<file path="config.mk">
export PLATFORM = sky130hd
export DESIGN_NAME = wm_plant_responder_flat
export DESIGN_NICKNAME = d
export VERILOG_FILES = /design/src/rtl/wm_plant_responder_if.sv /design/src/rtl/wm_plant_responder.sv /design/src/flat_wrapper.sv
export SDC_FILE = /design/constraint.sdc
export NUM_CORES = 1
export LEC_CHECK = 0
export CAP_MARGIN = 20
export CELL_PAD_IN_SITES_DETAIL_PLACEMENT = 1
export CELL_PAD_IN_SITES_GLOBAL_PLACEMENT = 1
export CORE_AREA = 3 3 67 69
export CTS_CLUSTER_SIZE = 12
export DETAILED_ROUTE_END_ITERATION = 16
export DIE_AREA = 0 0 70 72
export PLACE_DENSITY_LB_ADDON = 0.15
export SLEW_MARGIN = 10
export SYNTH_ARGS = -nofsm -noshare
export SYNTH_HDL_FRONTEND = slang
export SYNTH_SLANG_ARGS = --single-unit
</file>
<file path="constraint.sdc">
create_clock -name clock -period 3.8 [get_ports clock]
set_input_delay 0.76 -clock clock [delete_from_list [all_inputs] [get_ports clock]]
set_output_delay 0.76 -clock clock [all_outputs]
set_load 0.02 [all_outputs]
</file>
<file path="src/rtl/wm_plant_responder_if.sv">
// Command/status bundle between the washing-machine controller
// and the plant-side responder.
interface wm_plant_responder_if;
  logic       fill_Water_Operation;
  logic       heat_Water_Operation;
  logic       wash_Operation;
  logic       rinse_Operation;
  logic       spin_Operation;
  logic       water_Intake;
  logic       sig_Full;
  logic       sig_Temperature;
  logic       sig_Completed;
  logic       sig_Time_Out;
  logic       cmd_Error;
  logic [2:0] phase;

  modport master (
    output fill_Water_Operation,
    output heat_Water_Operation,
    output wash_Operation,
    output rinse_Operation,
    output spin_Operation,
    output water_Intake,
    input  sig_Full,
    input  sig_Temperature,
    input  sig_Completed,
    input  sig_Time_Out,
    input  cmd_Error,
    input  phase
  );

  modport slave (
    input  fill_Water_Operation,
    input  heat_Water_Operation,
    input  wash_Operation,
    input  rinse_Operation,
    input  spin_Operation,
    input  water_Intake,
    output sig_Full,
    output sig_Temperature,
    output sig_Completed,
    output sig_Time_Out,
    output cmd_Error,
    output phase
  );
endinterface

</file>
<file path="src/rtl/wm_plant_responder.sv">
// Plant model for the washing-machine controller: times each
// phase with a counter and guards it with a watchdog.
module wm_plant_responder #(
  parameter int FILL_CYCLES    = 8,
  parameter int HEAT_CYCLES    = 6,
  parameter int WASH_CYCLES    = 12,
  parameter int RINSE_CYCLES   = 10,
  parameter int SPIN_CYCLES    = 8,
  parameter int TIMEOUT_CYCLES = 32,
  parameter int CNT_W          = 8
) (
  input logic clock,
  input logic reset,
  wm_plant_responder_if.slave bus
);

  typedef enum logic [2:0] {
    S_IDLE    = 3'd0,
    S_FILL    = 3'd1,
    S_HEAT    = 3'd2,
    S_WASH    = 3'd3,
    S_RINSE   = 3'd4,
    S_SPIN    = 3'd5,
    S_DONE    = 3'd6,
    S_TIMEOUT = 3'd7
  } state_e;

  localparam logic [CNT_W-1:0] FILL_LAST  = CNT_W'(FILL_CYCLES - 1);
  localparam logic [CNT_W-1:0] HEAT_LAST  = CNT_W'(HEAT_CYCLES - 1);
  localparam logic [CNT_W-1:0] WASH_LAST  = CNT_W'(WASH_CYCLES - 1);
  localparam logic [CNT_W-1:0] RINSE_LAST = CNT_W'(RINSE_CYCLES - 1);
  localparam logic [CNT_W-1:0] SPIN_LAST  = CNT_W'(SPIN_CYCLES - 1);
  localparam logic [CNT_W-1:0] WD_LAST    = CNT_W'(TIMEOUT_CYCLES - 1);
  localparam logic [CNT_W-1:0] CNT_MAX    = '1;

  state_e           state_q, state_d;
  logic [CNT_W-1:0] pc_q, pc_d;
  logic [CNT_W-1:0] wd_q, wd_d;
  logic             full_q, full_d;
  logic             temp_q, temp_d;
  logic             cmp_q, cmp_d;
  logic             to_q, to_d;
  logic             err_q, err_d;

  logic [4:0]       cmd;
  logic             multi;
  logic             one;
  logic             act;
  logic             pc_en;
  logic [CNT_W-1:0] last;

  assign cmd = {bus.spin_Operation, bus.rinse_Operation,
                bus.wash_Operation, bus.heat_Water_Operation,
                bus.fill_Water_Operation};

  // Two or more bits set <=> clearing the lowest set bit leaves some
  assign multi = (cmd & (cmd - 5'd1)) != 5'd0;
  assign one   = (cmd != 5'd0) && !multi;

  always_comb begin
    act   = 1'b0;
    last  = CNT_MAX;
    pc_en = 1'b1;
    case (state_q)
      S_FILL: begin
        act   = cmd[0];
        last  = FILL_LAST;
        pc_en = bus.water_Intake;
      end
      S_HEAT:  begin act = cmd[1]; last = HEAT_LAST;  end
      S_WASH:  begin act = cmd[2]; last = WASH_LAST;  end
      S_RINSE: begin act = cmd[3]; last = RINSE_LAST; end
      S_SPIN:  begin act = cmd[4]; last = SPIN_LAST;  end
      default: ;
    endcase
  end

  always_comb begin
    state_d = state_q;
    pc_d    = pc_q;
    wd_d    = wd_q;
    full_d  = full_q;
    temp_d  = temp_q;
    cmp_d   = 1'b0;
    to_d    = to_q;
    err_d   = multi;
    if (multi) begin
      state_d = S_IDLE;
      pc_d    = '0;
      wd_d    = '0;
      to_d    = 1'b0;
    end else begin
      unique case (state_q)
        S_IDLE: begin
          pc_d = '0;
          wd_d = '0;
          if (one) begin
            unique case (1'b1)
              cmd[0]: state_d = S_FILL;
              cmd[1]: state_d = S_HEAT;
              cmd[2]: state_d = S_WASH;
              cmd[3]: begin
                state_d = S_RINSE;
                temp_d  = 1'b0;
              end
              cmd[4]: state_d = S_SPIN;
            endcase
          end
        end
        S_FILL, S_HEAT, S_WASH, S_RINSE, S_SPIN: begin
          if (!act) begin
            state_d = S_IDLE;
            pc_d    = '0;
            wd_d    = '0;
          end else if (pc_en && pc_q == last) begin
            // Completion beats a watchdog expiry on the same edge
            state_d = S_DONE;
            pc_d    = '0;
            wd_d    = '0;
            unique case (state_q)
              S_FILL:  full_d = 1'b1;
              S_HEAT:  temp_d = 1'b1;
              S_SPIN: begin
                cmp_d  = 1'b1;
                full_d = 1'b0;
              end
              default: cmp_d = 1'b1;
            endcase
          end else if (wd_q == WD_LAST) begin
            state_d = S_TIMEOUT;
            to_d    = 1'b1;
            pc_d    = '0;
            wd_d    = '0;
          end else begin
            if (pc_en && pc_q != CNT_MAX) pc_d = pc_q + 1'b1;
            if (wd_q != CNT_MAX) wd_d = wd_q + 1'b1;
          end
        end
        S_DONE: begin
          if (cmd == 5'd0) state_d = S_IDLE;
        end
        S_TIMEOUT: begin
          if (cmd == 5'd0) begin
            state_d = S_IDLE;
            to_d    = 1'b0;
          end
        end
      endcase
    end
  end

  always_ff @(posedge clock or posedge reset) begin
    if (reset) begin
      state_q <= S_IDLE;
      pc_q    <= '0;
      wd_q    <= '0;
      full_q  <= 1'b0;
      temp_q  <= 1'b0;
      cmp_q   <= 1'b0;
      to_q    <= 1'b0;
      err_q   <= 1'b0;
    end else begin
      state_q <= state_d;
      pc_q    <= pc_d;
      wd_q    <= wd_d;
      full_q  <= full_d;
      temp_q  <= temp_d;
      cmp_q   <= cmp_d;
      to_q    <= to_d;
      err_q   <= err_d;
    end
  end

  assign bus.sig_Full        = full_q;
  assign bus.sig_Temperature = temp_q;
  assign bus.sig_Completed   = cmp_q;
  assign bus.sig_Time_Out    = to_q;
  assign bus.cmd_Error       = err_q;
  assign bus.phase           = state_q;

endmodule

</file>
<file path="src/flat_wrapper.sv">
// flat-port wrapper written by rule: the top's interface ports become plain ports
module wm_plant_responder_flat 
#(
  parameter int FILL_CYCLES    = 8,
  parameter int HEAT_CYCLES    = 6,
  parameter int WASH_CYCLES    = 12,
  parameter int RINSE_CYCLES   = 10,
  parameter int SPIN_CYCLES    = 8,
  parameter int TIMEOUT_CYCLES = 32,
  parameter int CNT_W          = 8
)
  (clock, reset, bus_fill_Water_Operation, bus_heat_Water_Operation, bus_wash_Operation, bus_rinse_Operation, bus_spin_Operation, bus_water_Intake, bus_sig_Full, bus_sig_Temperature, bus_sig_Completed, bus_sig_Time_Out, bus_cmd_Error, bus_phase);
  wm_plant_responder_if bus_i ();
  input logic clock;
  input logic reset;
  input wire logic [$bits(bus_i.fill_Water_Operation)-1:0] bus_fill_Water_Operation;
  input wire logic [$bits(bus_i.heat_Water_Operation)-1:0] bus_heat_Water_Operation;
  input wire logic [$bits(bus_i.wash_Operation)-1:0] bus_wash_Operation;
  input wire logic [$bits(bus_i.rinse_Operation)-1:0] bus_rinse_Operation;
  input wire logic [$bits(bus_i.spin_Operation)-1:0] bus_spin_Operation;
  input wire logic [$bits(bus_i.water_Intake)-1:0] bus_water_Intake;
  output wire logic [$bits(bus_i.sig_Full)-1:0] bus_sig_Full;
  output wire logic [$bits(bus_i.sig_Temperature)-1:0] bus_sig_Temperature;
  output wire logic [$bits(bus_i.sig_Completed)-1:0] bus_sig_Completed;
  output wire logic [$bits(bus_i.sig_Time_Out)-1:0] bus_sig_Time_Out;
  output wire logic [$bits(bus_i.cmd_Error)-1:0] bus_cmd_Error;
  output wire logic [$bits(bus_i.phase)-1:0] bus_phase;
  assign bus_i.fill_Water_Operation = bus_fill_Water_Operation;
  assign bus_i.heat_Water_Operation = bus_heat_Water_Operation;
  assign bus_i.wash_Operation = bus_wash_Operation;
  assign bus_i.rinse_Operation = bus_rinse_Operation;
  assign bus_i.spin_Operation = bus_spin_Operation;
  assign bus_i.water_Intake = bus_water_Intake;
  assign bus_sig_Full = bus_i.sig_Full;
  assign bus_sig_Temperature = bus_i.sig_Temperature;
  assign bus_sig_Completed = bus_i.sig_Completed;
  assign bus_sig_Time_Out = bus_i.sig_Time_Out;
  assign bus_cmd_Error = bus_i.cmd_Error;
  assign bus_phase = bus_i.phase;
  wm_plant_responder #(.FILL_CYCLES(FILL_CYCLES), .HEAT_CYCLES(HEAT_CYCLES), .WASH_CYCLES(WASH_CYCLES), .RINSE_CYCLES(RINSE_CYCLES), .SPIN_CYCLES(SPIN_CYCLES), .TIMEOUT_CYCLES(TIMEOUT_CYCLES), .CNT_W(CNT_W)) u_core (.clock(clock), .reset(reset), .bus(bus_i));
endmodule
</file>
==> run metrics <==
Gate power share=about a quarter; Yosys warning total=0; core area=3971 sq um; clock share of power=approximately 29%; synth unique cells=64; area grow syn2layout=14.22%; Final Setup Violations=0; Post-Syn Area per Cell=a little under 9 sq um; Post-DP Area=slightly above 2000 sq um; Seq/Total Area, Yosys=32.35%; most frequent cells in the layout=dfrtp_1 (24), nand2_1 (19), clkdlybuf4s50_1 (15); CTS tree=done; drt initial violations=67; slew margin rel.=59.73%; WL per Instance=19.25 um; WL final=5218 um; Crit path required time=4.00 ns; EDFF count, synth=0; reg2reg start=u_core.bus.phase[2]; Worst Hold Class=flop to flop; RSZ-0062 raised after global routing=no; Crit Path Max Fanout=14; placed wire-length estimate=3985 um; initial antenna violation count=0; Row Count=23; initial core utilization=46.75%; Most Used Layer, Global Route=met2; CTS clock-pin slew for the worst setup and hold paths=roughly 0.090 ns; ys async rst share=100.0%; Clock Sinks=24; Seq. cell area=600.6 sq um; Boundary Pins=16; # diodes=0; Critical R2R Capture=u_core.wd_q[6]; hold depth=1; number of post-CTS setup repair buffers=0; fmax=324.2 MHz; DRC=0; global-route met1 utilization=about 28%; # port buffers=15; Routability Congestion=0.8767; Final Max Slew Viols=0; largest net degree at the start of global routing=25; H-tree depth=1; clk_lat worst skew=0.27 ns; share of layout cells above drive strength 1=14.48%; Tmin final=~3 ns; First-pass DRT Iterations=4; Final Hold Vio Count=0; Worst Hold Launch=u_core.wd_q[0]; TNS Setup=0 ns; Seq pwr share=44.4%; Filler Cells Inserted=approximately 470; global-route usage over all layers=22.37%; Synthesized Nets=around 220; Mapped Cells=208; Post-synth top flop=dfrtp_1; final instance area=2121 sq um; Slew @ Worst Pin=0.5985 ns; # hold bufs at CTS=0; worst-case clock skew=between 0.008 and 0.009 ns; status=finished, final reports clean; Max-cap violations=0; detailed-route vias per instance=6.214; r2r setup slk=0.83 ns; Via Count=1684; Die Ht=slightly above 70 um; vias in the first global route=1823; nets=235; Reg2Reg Depth=9; switching fraction of total power=30.69%; crit path kind=input port to flop; die outline area=about 5000 sq um; Worst Setup End Kind=flop; Die Wd=approximately 70 um; Antenna Nets Post-Route=0; worst ir drop on vdd=around 0.00015 V; CTS buffer count=3; Synth Cell Area=1857 sq um; Pleak=about 0.9 nW; grt met3 use=under 10%; Synth Register Bits=24; share of the cycle needed by the critical path after routing=81.17%; clock root cell=clkbuf_8; clock buffer depth=2; Overflow after GRT=0; CP Launch Type=input port; first-pass GRT wire length=around 9000 um; CTS resizes=0; area of the multi-input gates=1156 sq um; commonest non-fill, non-tap cell in the layout=dfrtp_1; Pint=418.2 uW; ratio of total power to cell area=around 280 nW/um^2; met2 usage in global routing=39.66%; Hold Path End=u_core.wd_q[0]; P_sw=185.1 uW; Arr. time, crit path=3.28 ns
==> stage by stage <==
step                      cells  setup slack, ns  power (mW)  hold slack [ns]  utilization (%)
after floorplan             208            1.075      0.3783           0.4652                -
after global placement      266           0.5995      0.4197           0.4853            51.32
after detailed placement    266           0.4238      0.4279           0.5036            51.32
after CTS                   270           0.7144      0.6043           0.5207            52.71
after global routing        271           0.5516      0.6411           0.5566            53.40
final                       271           0.7157      0.6033           0.5247            53.40
==> critical path: stages <==
cell and delay (ns):
clkdlybuf4s50_1 0.53, or3_1 0.48, o221ai_4 0.36, inv_6 0.08, nor3_4 0.22, and2_4 0.21
nand2_4 0.12, nor2_2 0.30, a32o_1 0.22
==> power groups by stage <==
stage	registers (mW)	logic (mW)	clock network [mW]
finish	0.268	0.159	0.176
global route	0.269	0.174	0.198
CTS	0.268	0.156	0.180
detailed placement	0.273	0.155	0
global placement	0.273	0.147	0
floorplan	0.276	0.102	0
==> worst max-delay path by stage <==
stage / startpoint / endpoint / slack, ns / cells past startpoint
finish: bus_wash_Operation / u_core.pc_q[3] / 0.72 / 9
global route: bus_rinse_Operation / u_core.wd_q[5] / 0.55 / 9
CTS: bus_wash_Operation / u_core.wd_q[5] / 0.71 / 9
detailed placement: bus_wash_Operation / u_core.wd_q[5] / 0.42 / 9
global placement: bus_wash_Operation / u_core.wd_q[2] / 0.60 / 9
floorplan: u_core.bus.phase[2] / u_core.pc_q[4] / 1.08 / 11
==> cell type report <==
| type | count | area share (%) |
|---|---|---|
| multi-input cells | 164 | 54.51 |
| clock buffers | 4 | 2.596 |
| inverters | 9 | 1.829 |
| repair buffers | 20 | 9.794 |
| flip-flops and latches | 24 | 28.32 |
| well taps | 50 | 2.950 |
==> routing by layer <==
metal	part of all wire, %	wire (um)
met5	0	0
met2	51	2678
met4	1.7	87
met3	1.6	86
met1	45	2367
==> registers in the layout (all words and copies together) (netlist names) <==
name	count
u_core.bus.sig_Temperature	1
u_core.bus.sig_Full	1
u_core.bus.sig_Time_Out	1
u_core.wd_q	8
u_core.bus.cmd_Error	1
u_core.bus.sig_Completed	1
u_core.pc_q	8
u_core.bus.phase	3
==> cells in the mapped netlist, types with 3 or more instances <==
| cell type | n | share of area (%) |
|---|---|---|
| and2_1 | 3 | 1.0 |
| nand2b_1 | 3 | 1.0 |
| and3_1 | 4 | 1.3 |
| nand2_1 | 19 | 3.8 |
| a41o_1 | 3 | 1.6 |
| or3_1 | 3 | 1.0 |
| a31oi_1 | 3 | 1.0 |
| or2_2 | 5 | 1.7 |
| ha_1 | 5 | 3.4 |
| dfrtp_1 | 24 | 32 |
| nor3_1 | 6 | 1.6 |
| nand3_1 | 5 | 1.3 |
| a21o_1 | 3 | 1.2 |
| nand4_1 | 3 | 1.0 |
| o211ai_1 | 3 | 1.2 |
| a22o_1 | 4 | 1.9 |
| o21ai_0 | 13 | 3.5 |
| nor4_1 | 4 | 1.3 |
| o2bb2ai_1 | 3 | 1.4 |
| nand3b_1 | 5 | 2.0 |
| inv_1 | 8 | 1.6 |
| buf_2 | 4 | 1.1 |
| nor2b_1 | 5 | 1.7 |
| a21oi_1 | 9 | 2.4 |
| nor2_1 | 8 | 1.6 |
| clkbuf_1 | 5 | 1.0 |
==> cell families after synthesis <==
| group | synth area share (%) |
|---|---|
| adders and majority gates | 3.908 |
| and+or+nand+nor | 28.57 |
| DFF | 32.35 |
| muxes | 1.146 |
| AOI/OAI and AO/OA | 27.70 |
| xor gates and xnor gates | 0.9436 |
| buffers and inverters | 5.391 |
Power figures use the tool's default switching activity.
